$ cat src/rtl/bin_to_bcd_converter.sv
// -----------------------------------------------------------------------------
// bin_to_bcd_converter
//
// Sequential binary-to-BCD converter using shift-add-3 (double dabble), one
// input bit per clock. Turns binary game counters (score, timer) into per-digit
// BCD nibbles, each nibble driving one 7-segment digit decoder.
//
// Parameters:
//   BIN_W   width of the binary input (1..16)
//   DIGITS  number of BCD digits produced (1..5)
//
// Ports:
//   clk       in   system clock, rising edge
//   resetn    in   asynchronous active-low reset
//   start     in   convert request, accepted only while idle
//   binary    in   value to convert, captured when start is accepted
//   busy      out  conversion in progress
//   done      out  one-cycle pulse: bcd/overflow were updated this cycle
//   bcd       out  result, digit i at bcd[4i+3:4i], digit 0 = ones
//   overflow  out  last accepted value exceeded 10^DIGITS-1 (bcd saturated to 9s)
//
// Optional build macro:
//   BCD_BLANK_EN  leading-zero suppression; zero digits above the most
//                 significant nonzero digit are output as 4'hF. Digit 0 and a
//                 saturated result are never blanked.
// -----------------------------------------------------------------------------
module bin_to_bcd_converter #(
    parameter int BIN_W  = 10,
    parameter int DIGITS = 3
) (
    input  logic                  clk,
    input  logic                  resetn,
    input  logic                  start,
    input  logic [BIN_W-1:0]      binary,
    output logic                  busy,
    output logic                  done,
    output logic [4*DIGITS-1:0]   bcd,
    output logic                  overflow
);

    // Scratch carries one digit more than the output so that values just above
    // the output range are still caught as overflow.
    localparam int SW      = 4 * (DIGITS + 1);
    localparam int CW      = $clog2(BIN_W + 1);
    localparam int MAX_VAL = (10 ** DIGITS) - 1;

    typedef enum logic [1:0] {
        IDLE   = 2'd0,
        SHIFT  = 2'd1,
        FINISH = 2'd2
    } state_t;

    state_t                 state_q;
    logic [BIN_W-1:0]       shreg_q;
    logic [BIN_W-1:0]       value_q;
    logic [SW-1:0]          scratch_q;
    logic [CW-1:0]          count_q;
    logic                   lost_q;
    logic                   busy_q;
    logic                   done_q;
    logic [4*DIGITS-1:0]    bcd_q;
    logic                   overflow_q;

    logic [SW-1:0]          adj_d;
    logic [SW-1:0]          scratch_d;
    logic                   ovf_d;
    logic [4*DIGITS-1:0]    result_d;

    // Add-3 correction applied to every scratch digit before each shift.
    generate
        for (genvar gi = 0; gi < DIGITS + 1; gi++) begin : g_adj
            assign adj_d[4*gi +: 4] = (scratch_q[4*gi +: 4] >= 4'd5)
                                    ? scratch_q[4*gi +: 4] + 4'd3
                                    : scratch_q[4*gi +: 4];
        end
    endgenerate

    assign scratch_d = {adj_d[SW-2:0], shreg_q[BIN_W-1]};

    // A bit falling off the top of the scratch (only possible for narrow
    // DIGITS vs. wide BIN_W) is remembered via lost_q; the value compare also
    // covers that case, both are kept for robustness.
    assign ovf_d = lost_q
                || (scratch_q[SW-1 -: 4] != 4'd0)
                || (32'(value_q) > 32'(MAX_VAL));

    always_comb begin
        result_d = scratch_q[4*DIGITS-1:0];
        if (ovf_d) begin
            result_d = {DIGITS{4'h9}};
        end
`ifdef BCD_BLANK_EN
        else begin : blank_leading
            logic lead;
            lead = 1'b1;
            // Walk down from the top digit, blanking zeros until the first
            // nonzero digit; digit 0 is always shown.
            for (int i = DIGITS - 1; i >= 1; i--) begin
                if (lead && (result_d[4*i +: 4] == 4'd0)) begin
                    result_d[4*i +: 4] = 4'hF;
                end else begin
                    lead = 1'b0;
                end
            end
        end
`endif
    end

    always_ff @(posedge clk or negedge resetn) begin
        if (!resetn) begin
            state_q    <= IDLE;
            shreg_q    <= '0;
            value_q    <= '0;
            scratch_q  <= '0;
            count_q    <= '0;
            lost_q     <= 1'b0;
            busy_q     <= 1'b0;
            done_q     <= 1'b0;
            bcd_q      <= '0;
            overflow_q <= 1'b0;
        end else begin
            done_q <= 1'b0;
            case (state_q)
                IDLE: begin
                    if (start) begin
                        shreg_q   <= binary;
                        value_q   <= binary;
                        scratch_q <= '0;
                        lost_q    <= 1'b0;
                        count_q   <= CW'(BIN_W);
                        busy_q    <= 1'b1;
                        state_q   <= SHIFT;
                    end
                end
                SHIFT: begin
                    scratch_q <= scratch_d;
                    shreg_q   <= shreg_q << 1;
                    lost_q    <= lost_q | adj_d[SW-1];
                    count_q   <= count_q - 1'b1;
                    if (count_q == CW'(1)) begin
                        state_q <= FINISH;
                    end
                end
                FINISH: begin
                    bcd_q      <= result_d;
                    overflow_q <= ovf_d;
                    done_q     <= 1'b1;
                    busy_q     <= 1'b0;
                    state_q    <= IDLE;
                end
                default: begin
                    state_q <= IDLE;
                end
            endcase
        end
    end

    assign busy     = busy_q;
    assign done     = done_q;
    assign bcd      = bcd_q;
    assign overflow = overflow_q;

endmodule
$ cat config.mk
export PLATFORM = sky130hd
export DESIGN_NAME = bin_to_bcd_converter
export DESIGN_NICKNAME = d
export VERILOG_FILES = /design/src/rtl/bin_to_bcd_converter.sv
export SDC_FILE = /design/constraint.sdc
export NUM_CORES = 1
export LEC_CHECK = 0
export ABC_AREA = 0
export BUFFER_PORTS_ARGS = -buffer_cell sky130_fd_sc_hd__buf_2
export CORE_UTILIZATION = 45
export CTS_BUF_LIST = sky130_fd_sc_hd__clkbuf_16
export CTS_CLUSTER_DIAMETER = 120
export DETAILED_ROUTE_END_ITERATION = 7
export PLACE_DENSITY = 0.68
export SLEW_MARGIN = 10
export SYNTH_ARGS = -nofsm -noshare
export SYNTH_HDL_FRONTEND = slang
export SYNTH_SLANG_ARGS = --single-unit
export TNS_END_PERCENT = 50
$ cat constraint.sdc
create_clock -name clk -period 1.2 [get_ports clk]
set_input_delay 0.24 -clock clk [delete_from_list [all_inputs] [get_ports clk]]
set_output_delay 0.24 -clock clk [all_outputs]
set_load 0.005 [all_outputs]
==> metrics.md, run 1 <==
| Metric | Value |
|---|---|
| Yosys reg bits | `55` |
| Top-area cell type share of the netlist area | `0.513` |
| Total CTS buffers | `5` |
| Max stage delay on crit path | `0.39 ns` |
| Routability congestion estimate | `0.808` |
| Largest net degree at the start of global routing | `56` |
| Failing checks | `setup timing` |
| Total global routing overflow | `0` |
| Vias in the first global route | `2228` |
| Critical path class | `register to register` |
| PD cells | `2510 nW/um^2` |
| Final setup fails | `44` |
| Simple logic cell fraction of the synthesized area | `0.102` |
| Chip width | `79.2 microns` |
| Complex-gate fraction of the synthesized area | `0.234` |
| Via count | `2361` |
| Part of the power in registers | `0.320` |
| Worst-margin pin slew | `0.319 ns` |
| Post-synthesis cell type count | `38` |
| Power, Total | `9.84 mW` |
| Leakage | `1.79 nW` |
| Critical Path End Type | `register` |
| CTS tree | `yes` |
| Drt drc | `0` |
| Synth Instances | `249` |
| Yosys Warn Count | `0` |
| Worst-path fanout max | `3` |
| Unrepaired setup endpoints after global routing | `true` |
| # IOs | `28` |
| Nets@finish | `358` |
| Non-Filler Instances | `406` |
| Wire per inst | `17.7 microns` |
| Row Count | `27` |
| Synthesized Nets | `273` |
| CTS Sinks | `55` |
| Int Power | `6.23 mW` |
| Clk pwr share | `0.162` |
| Vert. Die Dim | `79.2 microns` |
| Synth Area in XOR/XNOR | `0.0131` |
| Initial antenna violation count | `0` |
| Port buffer count | `27` |
| Synth area leaders | `dfrtp_1 51%, ha_1 5.1%, nor2b_1 3.5%` |
| Fin Hold WS | `0.196 ns` |
| Layout Area Growth over Synthesis | `46.3%` |
| Final Cycle Share | `1.20` |
| # placed instances | `379` |
| Combinational family with the most area after synthesis | `compound AO/OA/AOI/OAI gates` |
| Antenna Cells | `0` |
| WL final | `7180 microns` |
| DRT antenna net count | `0` |
| Sum of negative setup slack | `-6.09 ns` |
| Maximum vdd drop | `1.42 mV` |
| Vias per cell | `5.82` |
| Core Region | `5640 sq um` |
| Mean Syn Cell Area | `10.8 sq um` |
| Clock Tree Buf Depth | `2` |
| Post-synthesis adder-cell area fraction | `0.0513` |
| Layout cells sized above 1 | `0.476` |
| Status | `finished, violations left` |
| Worst Hold Class | `input port to register` |
| First-pass GRT wire length | `10500 microns` |
| Logic pwr share | `0.518` |
| Multiplexer share of the synthesized area | `0.0294` |
| Area leader, netlist | `dfrtp_1` |
| Post-detail-place hpwl | `4140 microns` |
| Max_cap viols | `0` |
| Die Footprint | `6280 sq um` |
| H-tree levels | `2` |
| Final Skew | `0.00728 ns` |
| Final setup margin | `-0.245 ns` |
| Switching portion of total power | `0.367` |
| Drt pass-1 iters | `5` |
| Sequential cell area fraction in the yosys report | `0.513` |
| Worst Path Buf+Inv | `2` |
| Final design area excluding fillers | `3930 sq um` |
| Tmin final | `1.44 ns` |
| CP max stage cell | `dfrtp_1` |
| Placed Area | `3240 sq um` |
| Worst skew pair latency | `0.29 ns` |
| Critical path arrival | `1.62 ns` |
| All-Layer GR Usage | `0.215` |
| Iteration-0 DRC Markers | `124` |
| CP cell instances | `inv_2 -> buf_12 -> ha_4 -> nor2b_4 -> o21a_4 -> o311ai_2` |
| Max-Slew Margin vs Limit | `0.786` |
| CTS root buf | `clkbuf_16` |
| CP Launch Type | `register` |
| Mapped cell area | `2680 sq um` |
| Filler cells | `368` |
| Worst-path clk slew | `0.07 ns` |
| Max Transition Viols Final | `0` |
| Utilization after layout | `0.696` |
| Endpoints failing hold | `0` |
| Fmax | `692 MHz` |
| Worst Setup Slack post-DPL | `-0.252 ns` |
| Psw | `3.61 mW` |
| Top Family by Delay on Critical Path | `compound AO/OA/AOI/OAI gates` |
| CP required | `1.38 ns` |
| Initial core utilization | `0.476` |
## layout make-up
cell class	count	area [sq um]	area share
multi-input cells	160	1510	0.385
flip-flops and latches	55	1380	0.351
repair buffers	92	713	0.182
clock buffers	5	125	0.0319
well taps	72	90.1	0.0229
inverters	20	75.1	0.0191
clock inverters	2	33.8	0.00860
## synth_stat cells (all sizes together)
cell	n
clkbuf	2
dfrtp	55
xnor2	4
a22oi	10
nor4b	3
o311ai	4
a22o	1
buf	12
o31ai	10
o21a	5
a211oi	1
o21ai	19
inv	20
o21ba	1
nand4	1
ha	11
mux2	7
a21oi	9
nor3	1
nand3b	2
o21bai	1
a32o	4
a31oi	7
a21o	1
o221ai	4
nor2	7
o2111ai	8
nor3b	1
nand2b	2
nand2	17
nor2b	15
o32ai	4
## metal layers
metal | global-route usage | up-vias | share of wire
met5 | 0 | - | 0
met4 | 0.0655 | 0 | 0.013
met3 | 0.0379 | 10 | 0.046
met2 | 0.368 | 68 | 0.51
met1 | 0.275 | 1190 | 0.43
li1 | - | 1093 | -
## cells in the final DEF (no fill, tap or decap), types with 5 or more instances in the layout
cell type  count
nor2b_4        6
nor2b_1        9
a21oi_1        9
nor2_1         7
inv_2          9
o2111ai_1      6
nand2_1       17
o21ai_1       12
buf_6         10
ha_4           7
buf_4         50
buf_2         27
clkbuf_16      5
a31oi_1        6
mux2_4         7
o31ai_1        5
a22oi_1        8
dfrtp_1       53
inv_1         12
## repair_timing
item                                    4_1_cts  5_1_grt
hold buffers                                  1        0
pin swaps                                    16       13
endpoints found under the setup margin       54       54
hold endpoints to repair                     55        0
setup buffers                                11       10
resized for setup                            35       50
## state kept, by name, summed over array words and instances (netlist names)
register	flops
busy	1
scratch_q	16
shreg_q	10
count_q	4
bcd	12
done	1
value_q	7
lost_q	1
state_q	2
overflow	1
## final timing paths
path | from | end | slack, ns | cells past startpoint
min reg2reg | bcd[2] | bcd[2] | 0.47 | 2
max reg2reg | scratch_q[12] | scratch_q[14] | -0.24 | 6
min in group asynchronous | resetn | scratch_q[9] | 0.48 | 3
max in group asynchronous | resetn | value_q[3] | 0.46 | 3
max | scratch_q[12] | scratch_q[14] | -0.24 | 6
min | binary[6] | value_q[6] | 0.20 | 2
## power by group through the flow
stage          Clock [mW]  Sequential [mW]  Combinational [mW]
3_3_place_gp            0             3.05                3.52
5_1_grt              1.68             3.22                5.50
3_5_place_dp            0             3.09                3.63
6_report             1.59             3.15                5.10
4_1_cts              1.60             3.08                4.21
2_1_floorplan           0             3.01                2.23
## logic make-up after synthesis
logic type | Yosys count
multiplexers | 7
XOR/XNOR | 4
AND/OR/NAND/NOR | 49
buffers and inverters | 34
AO/OA/AOI/OAI | 89
flip-flops | 55
adder cells (fa/ha/maj) | 11
(Power assumes the default switching activity.)
==> inputs of run 2 (changes only) <==
CORE_UTILIZATION = 50   (was 45)
PLACE_DENSITY = 0.74   (was 0.68)
==> run 2 against run 1 <==
The flow still finishes with violations (setup timing). Global-route usage up 3.9 points. Flip-flop and latch count unchanged. Sequential share of layout area down 0.43 points. Worst setup slack worse by 0.021 ns. Critical path type unchanged. Critical endpoint is now lost_q. Largest cell class unchanged. Largest power group unchanged.
==> metrics.md, run 2 (same netlist as run 1, synthesis figures left out) <==
| Metric | Value |
|---|---|
| Final Skew | `0.00684 ns` |
| Commonest non-fill, non-tap cell in the layout | `dfrtp_1` |
| Iteration-0 DRC Markers | `188` |
| CP startpoint | `scratch_q[12]` |
| Worst Setup Slack post-DPL | `-0.213 ns` |
| Fmax | `682 MHz` |
| Worst-margin pin slew | `0.338 ns` |
| Max stage delay on crit path | `0.40 ns` |
| Largest net degree at the start of global routing | `56` |
| Layout cells sized above 1 | `0.498` |
| Vias per cell | `6.00` |
| Final Cycle Share | `1.22` |
| Die Footprint | `5660 sq um` |
| CTS Sinks | `55` |
| Critical path class | `register to register` |
| Chip width | `75.3 microns` |
| Wire per inst | `20.6 microns` |
| PD cells | `2580 nW/um^2` |
| Final setup margin | `-0.266 ns` |
| Final setup fails | `48` |
| # IOs | `28` |
| Vias in the first global route | `2204` |
| Drt drc | `0` |
| Status | `finished, violations left` |
| Worst Hold Class | `input port to register` |
| Leakage | `1.77 nW` |
| All-Layer GR Usage | `0.254` |
| # placed instances | `375` |
| First-pass GRT wire length | `10500 microns` |
| Max FFs per register | `16` |
| Total global routing overflow | `0` |
| Antenna Cells | `0` |
| Max_cap viols | `0` |
| Port buffer count | `27` |
| R2R Setup Slk | `-0.27 ns` |
| Post-detail-place hpwl | `4000 microns` |
| CP Launch Type | `register` |
| R2R Path Start | `scratch_q[12]` |
| Row Count | `26` |
| Drt pass-1 iters | `5` |
| Critical Path End Type | `register` |
| CP max stage cell | `dfrtp_1` |
| Nets@finish | `356` |
| Critical path arrival | `1.65 ns` |
| Worst-path fanout max | `3` |
| Setup crit end | `lost_q` |
| WL final | `8320 microns` |
| Layout Area Growth over Synthesis | `48.2%` |
| Failing checks | `setup timing` |
| CP cell instances | `buf_4 -> buf_6 -> ha_2 -> nor2b_4 -> o21a_4 -> o32ai_2` |
| Initial core utilization | `0.522` |
| Max-Slew Margin vs Limit | `0.775` |
| Tmin final | `1.47 ns` |
| Clock Tree Buf Depth | `2` |
| Core Region | `5140 sq um` |
| Routability congestion estimate | `0.878` |
| Via count | `2419` |
| Initial antenna violation count | `0` |
| Worst Hold Launch | `binary[0]` |
| Non-Filler Instances | `403` |
| DRT antenna net count | `0` |
| Worst skew pair latency | `0.29 ns` |
| CTS root buf | `clkbuf_16` |
| Max Transition Viols Final | `0` |
| Worst reg2reg path depth | `6` |
| Endpoints failing hold | `0` |
| Vert. Die Dim | `75.3 microns` |
| Power, Total | `10.3 mW` |
| Unrepaired setup endpoints after global routing | `true` |
| Fin Hold WS | `0.174 ns` |
| Worst-path clk slew | `0.07 ns` |
| Largest Register | `scratch_q` |
| Total CTS buffers | `5` |
| Maximum vdd drop | `1.17 mV` |
| CP required | `1.38 ns` |
| Most frequent cells in the layout | `53 x dfrtp_1, 40 x buf_4, 27 x buf_2, 17 x buf_6, 15 x nand2_1` |
| CTS tree | `yes` |
| H-tree levels | `2` |
| Reg2reg end | `lost_q` |
## run 2: cell count changes in the layout (fill, tap and decap cells not counted), moves of 5 or more
cell | before | now
a22oi_1 | 8 | 3
buf_4 | 50 | 40
a22oi_2 | 2 | 7
buf_6 | 10 | 17
## run 2: routing by layer
layer | global-route usage | up-vias | wire [microns]
met3 | 0.0415 | 28 | 397
met5 | 0 | - | 0
met2 | 0.412 | 115 | 4070
met1 | 0.343 | 1194 | 3590
met4 | 0.0947 | 0 | 259
li1 | - | 1082 | -
## run 2: worst min-delay path by stage
stage                     cells past startpoint            to
after floorplan                               0        bcd[0]
after CTS                                     2    shreg_q[0]
final                                         2    shreg_q[0]
after detailed placement                      2  scratch_q[8]
after global placement                        2  scratch_q[8]
after global routing                          2    shreg_q[0]
## run 2: worst max-delay path: cells and delay by family (launching register included)
| kind | cells | cell delay, ns |
|---|---|---|
| adders and majority gates | 1 | 0.18 |
| DFF | 1 | 0.40 |
| buffers and inverters | 2 | 0.22 |
| AOI/OAI and AO/OA | 2 | 0.50 |
| and+or+nand+nor | 1 | 0.05 |
## run 2: power by group
| part | internal [mW] | switching, mW | total, mW |
|---|---|---|---|
| clock | 0.761 | 0.670 | 1.43 |
| sequential | 2.56 | 0.631 | 3.19 |
| combinational | 2.90 | 2.74 | 5.64 |
| total | 6.22 | 4.04 | 10.3 |
## run 2: timing repair
item	in CTS	in global routing
pin swaps	18	19
cloned	0	2
endpoints found under the setup margin	50	53
buffers inserted	11	7
endpoints found under the hold margin	55	0
hold buffers	1	0
resized for setup	57	44
## run 2: metrics by stage
| step | instance area (sq um) | TNS (ns) | util |
|---|---|---|---|
| after floorplan | 2730 | -1.88 | - |
| after global placement | 3220 | -3.35 | 0.627 |
| after detailed placement | 3220 | -4.96 | 0.627 |
| after CTS | 3670 | -3.58 | 0.713 |
| after global routing | 3980 | -9.05 | 0.774 |
| final | 3980 | -6.40 | 0.774 |
## run 2: cell type report
class | count | area (sq um)
clock inverter | 3 | 15.0
fill | 309 | 1160
timing repair buffer | 89 | 722
multi-input combinational | 161 | 1570
sequential | 55 | 1380
tap | 70 | 87.6
clock buffer | 5 | 125
inverter | 20 | 75.1
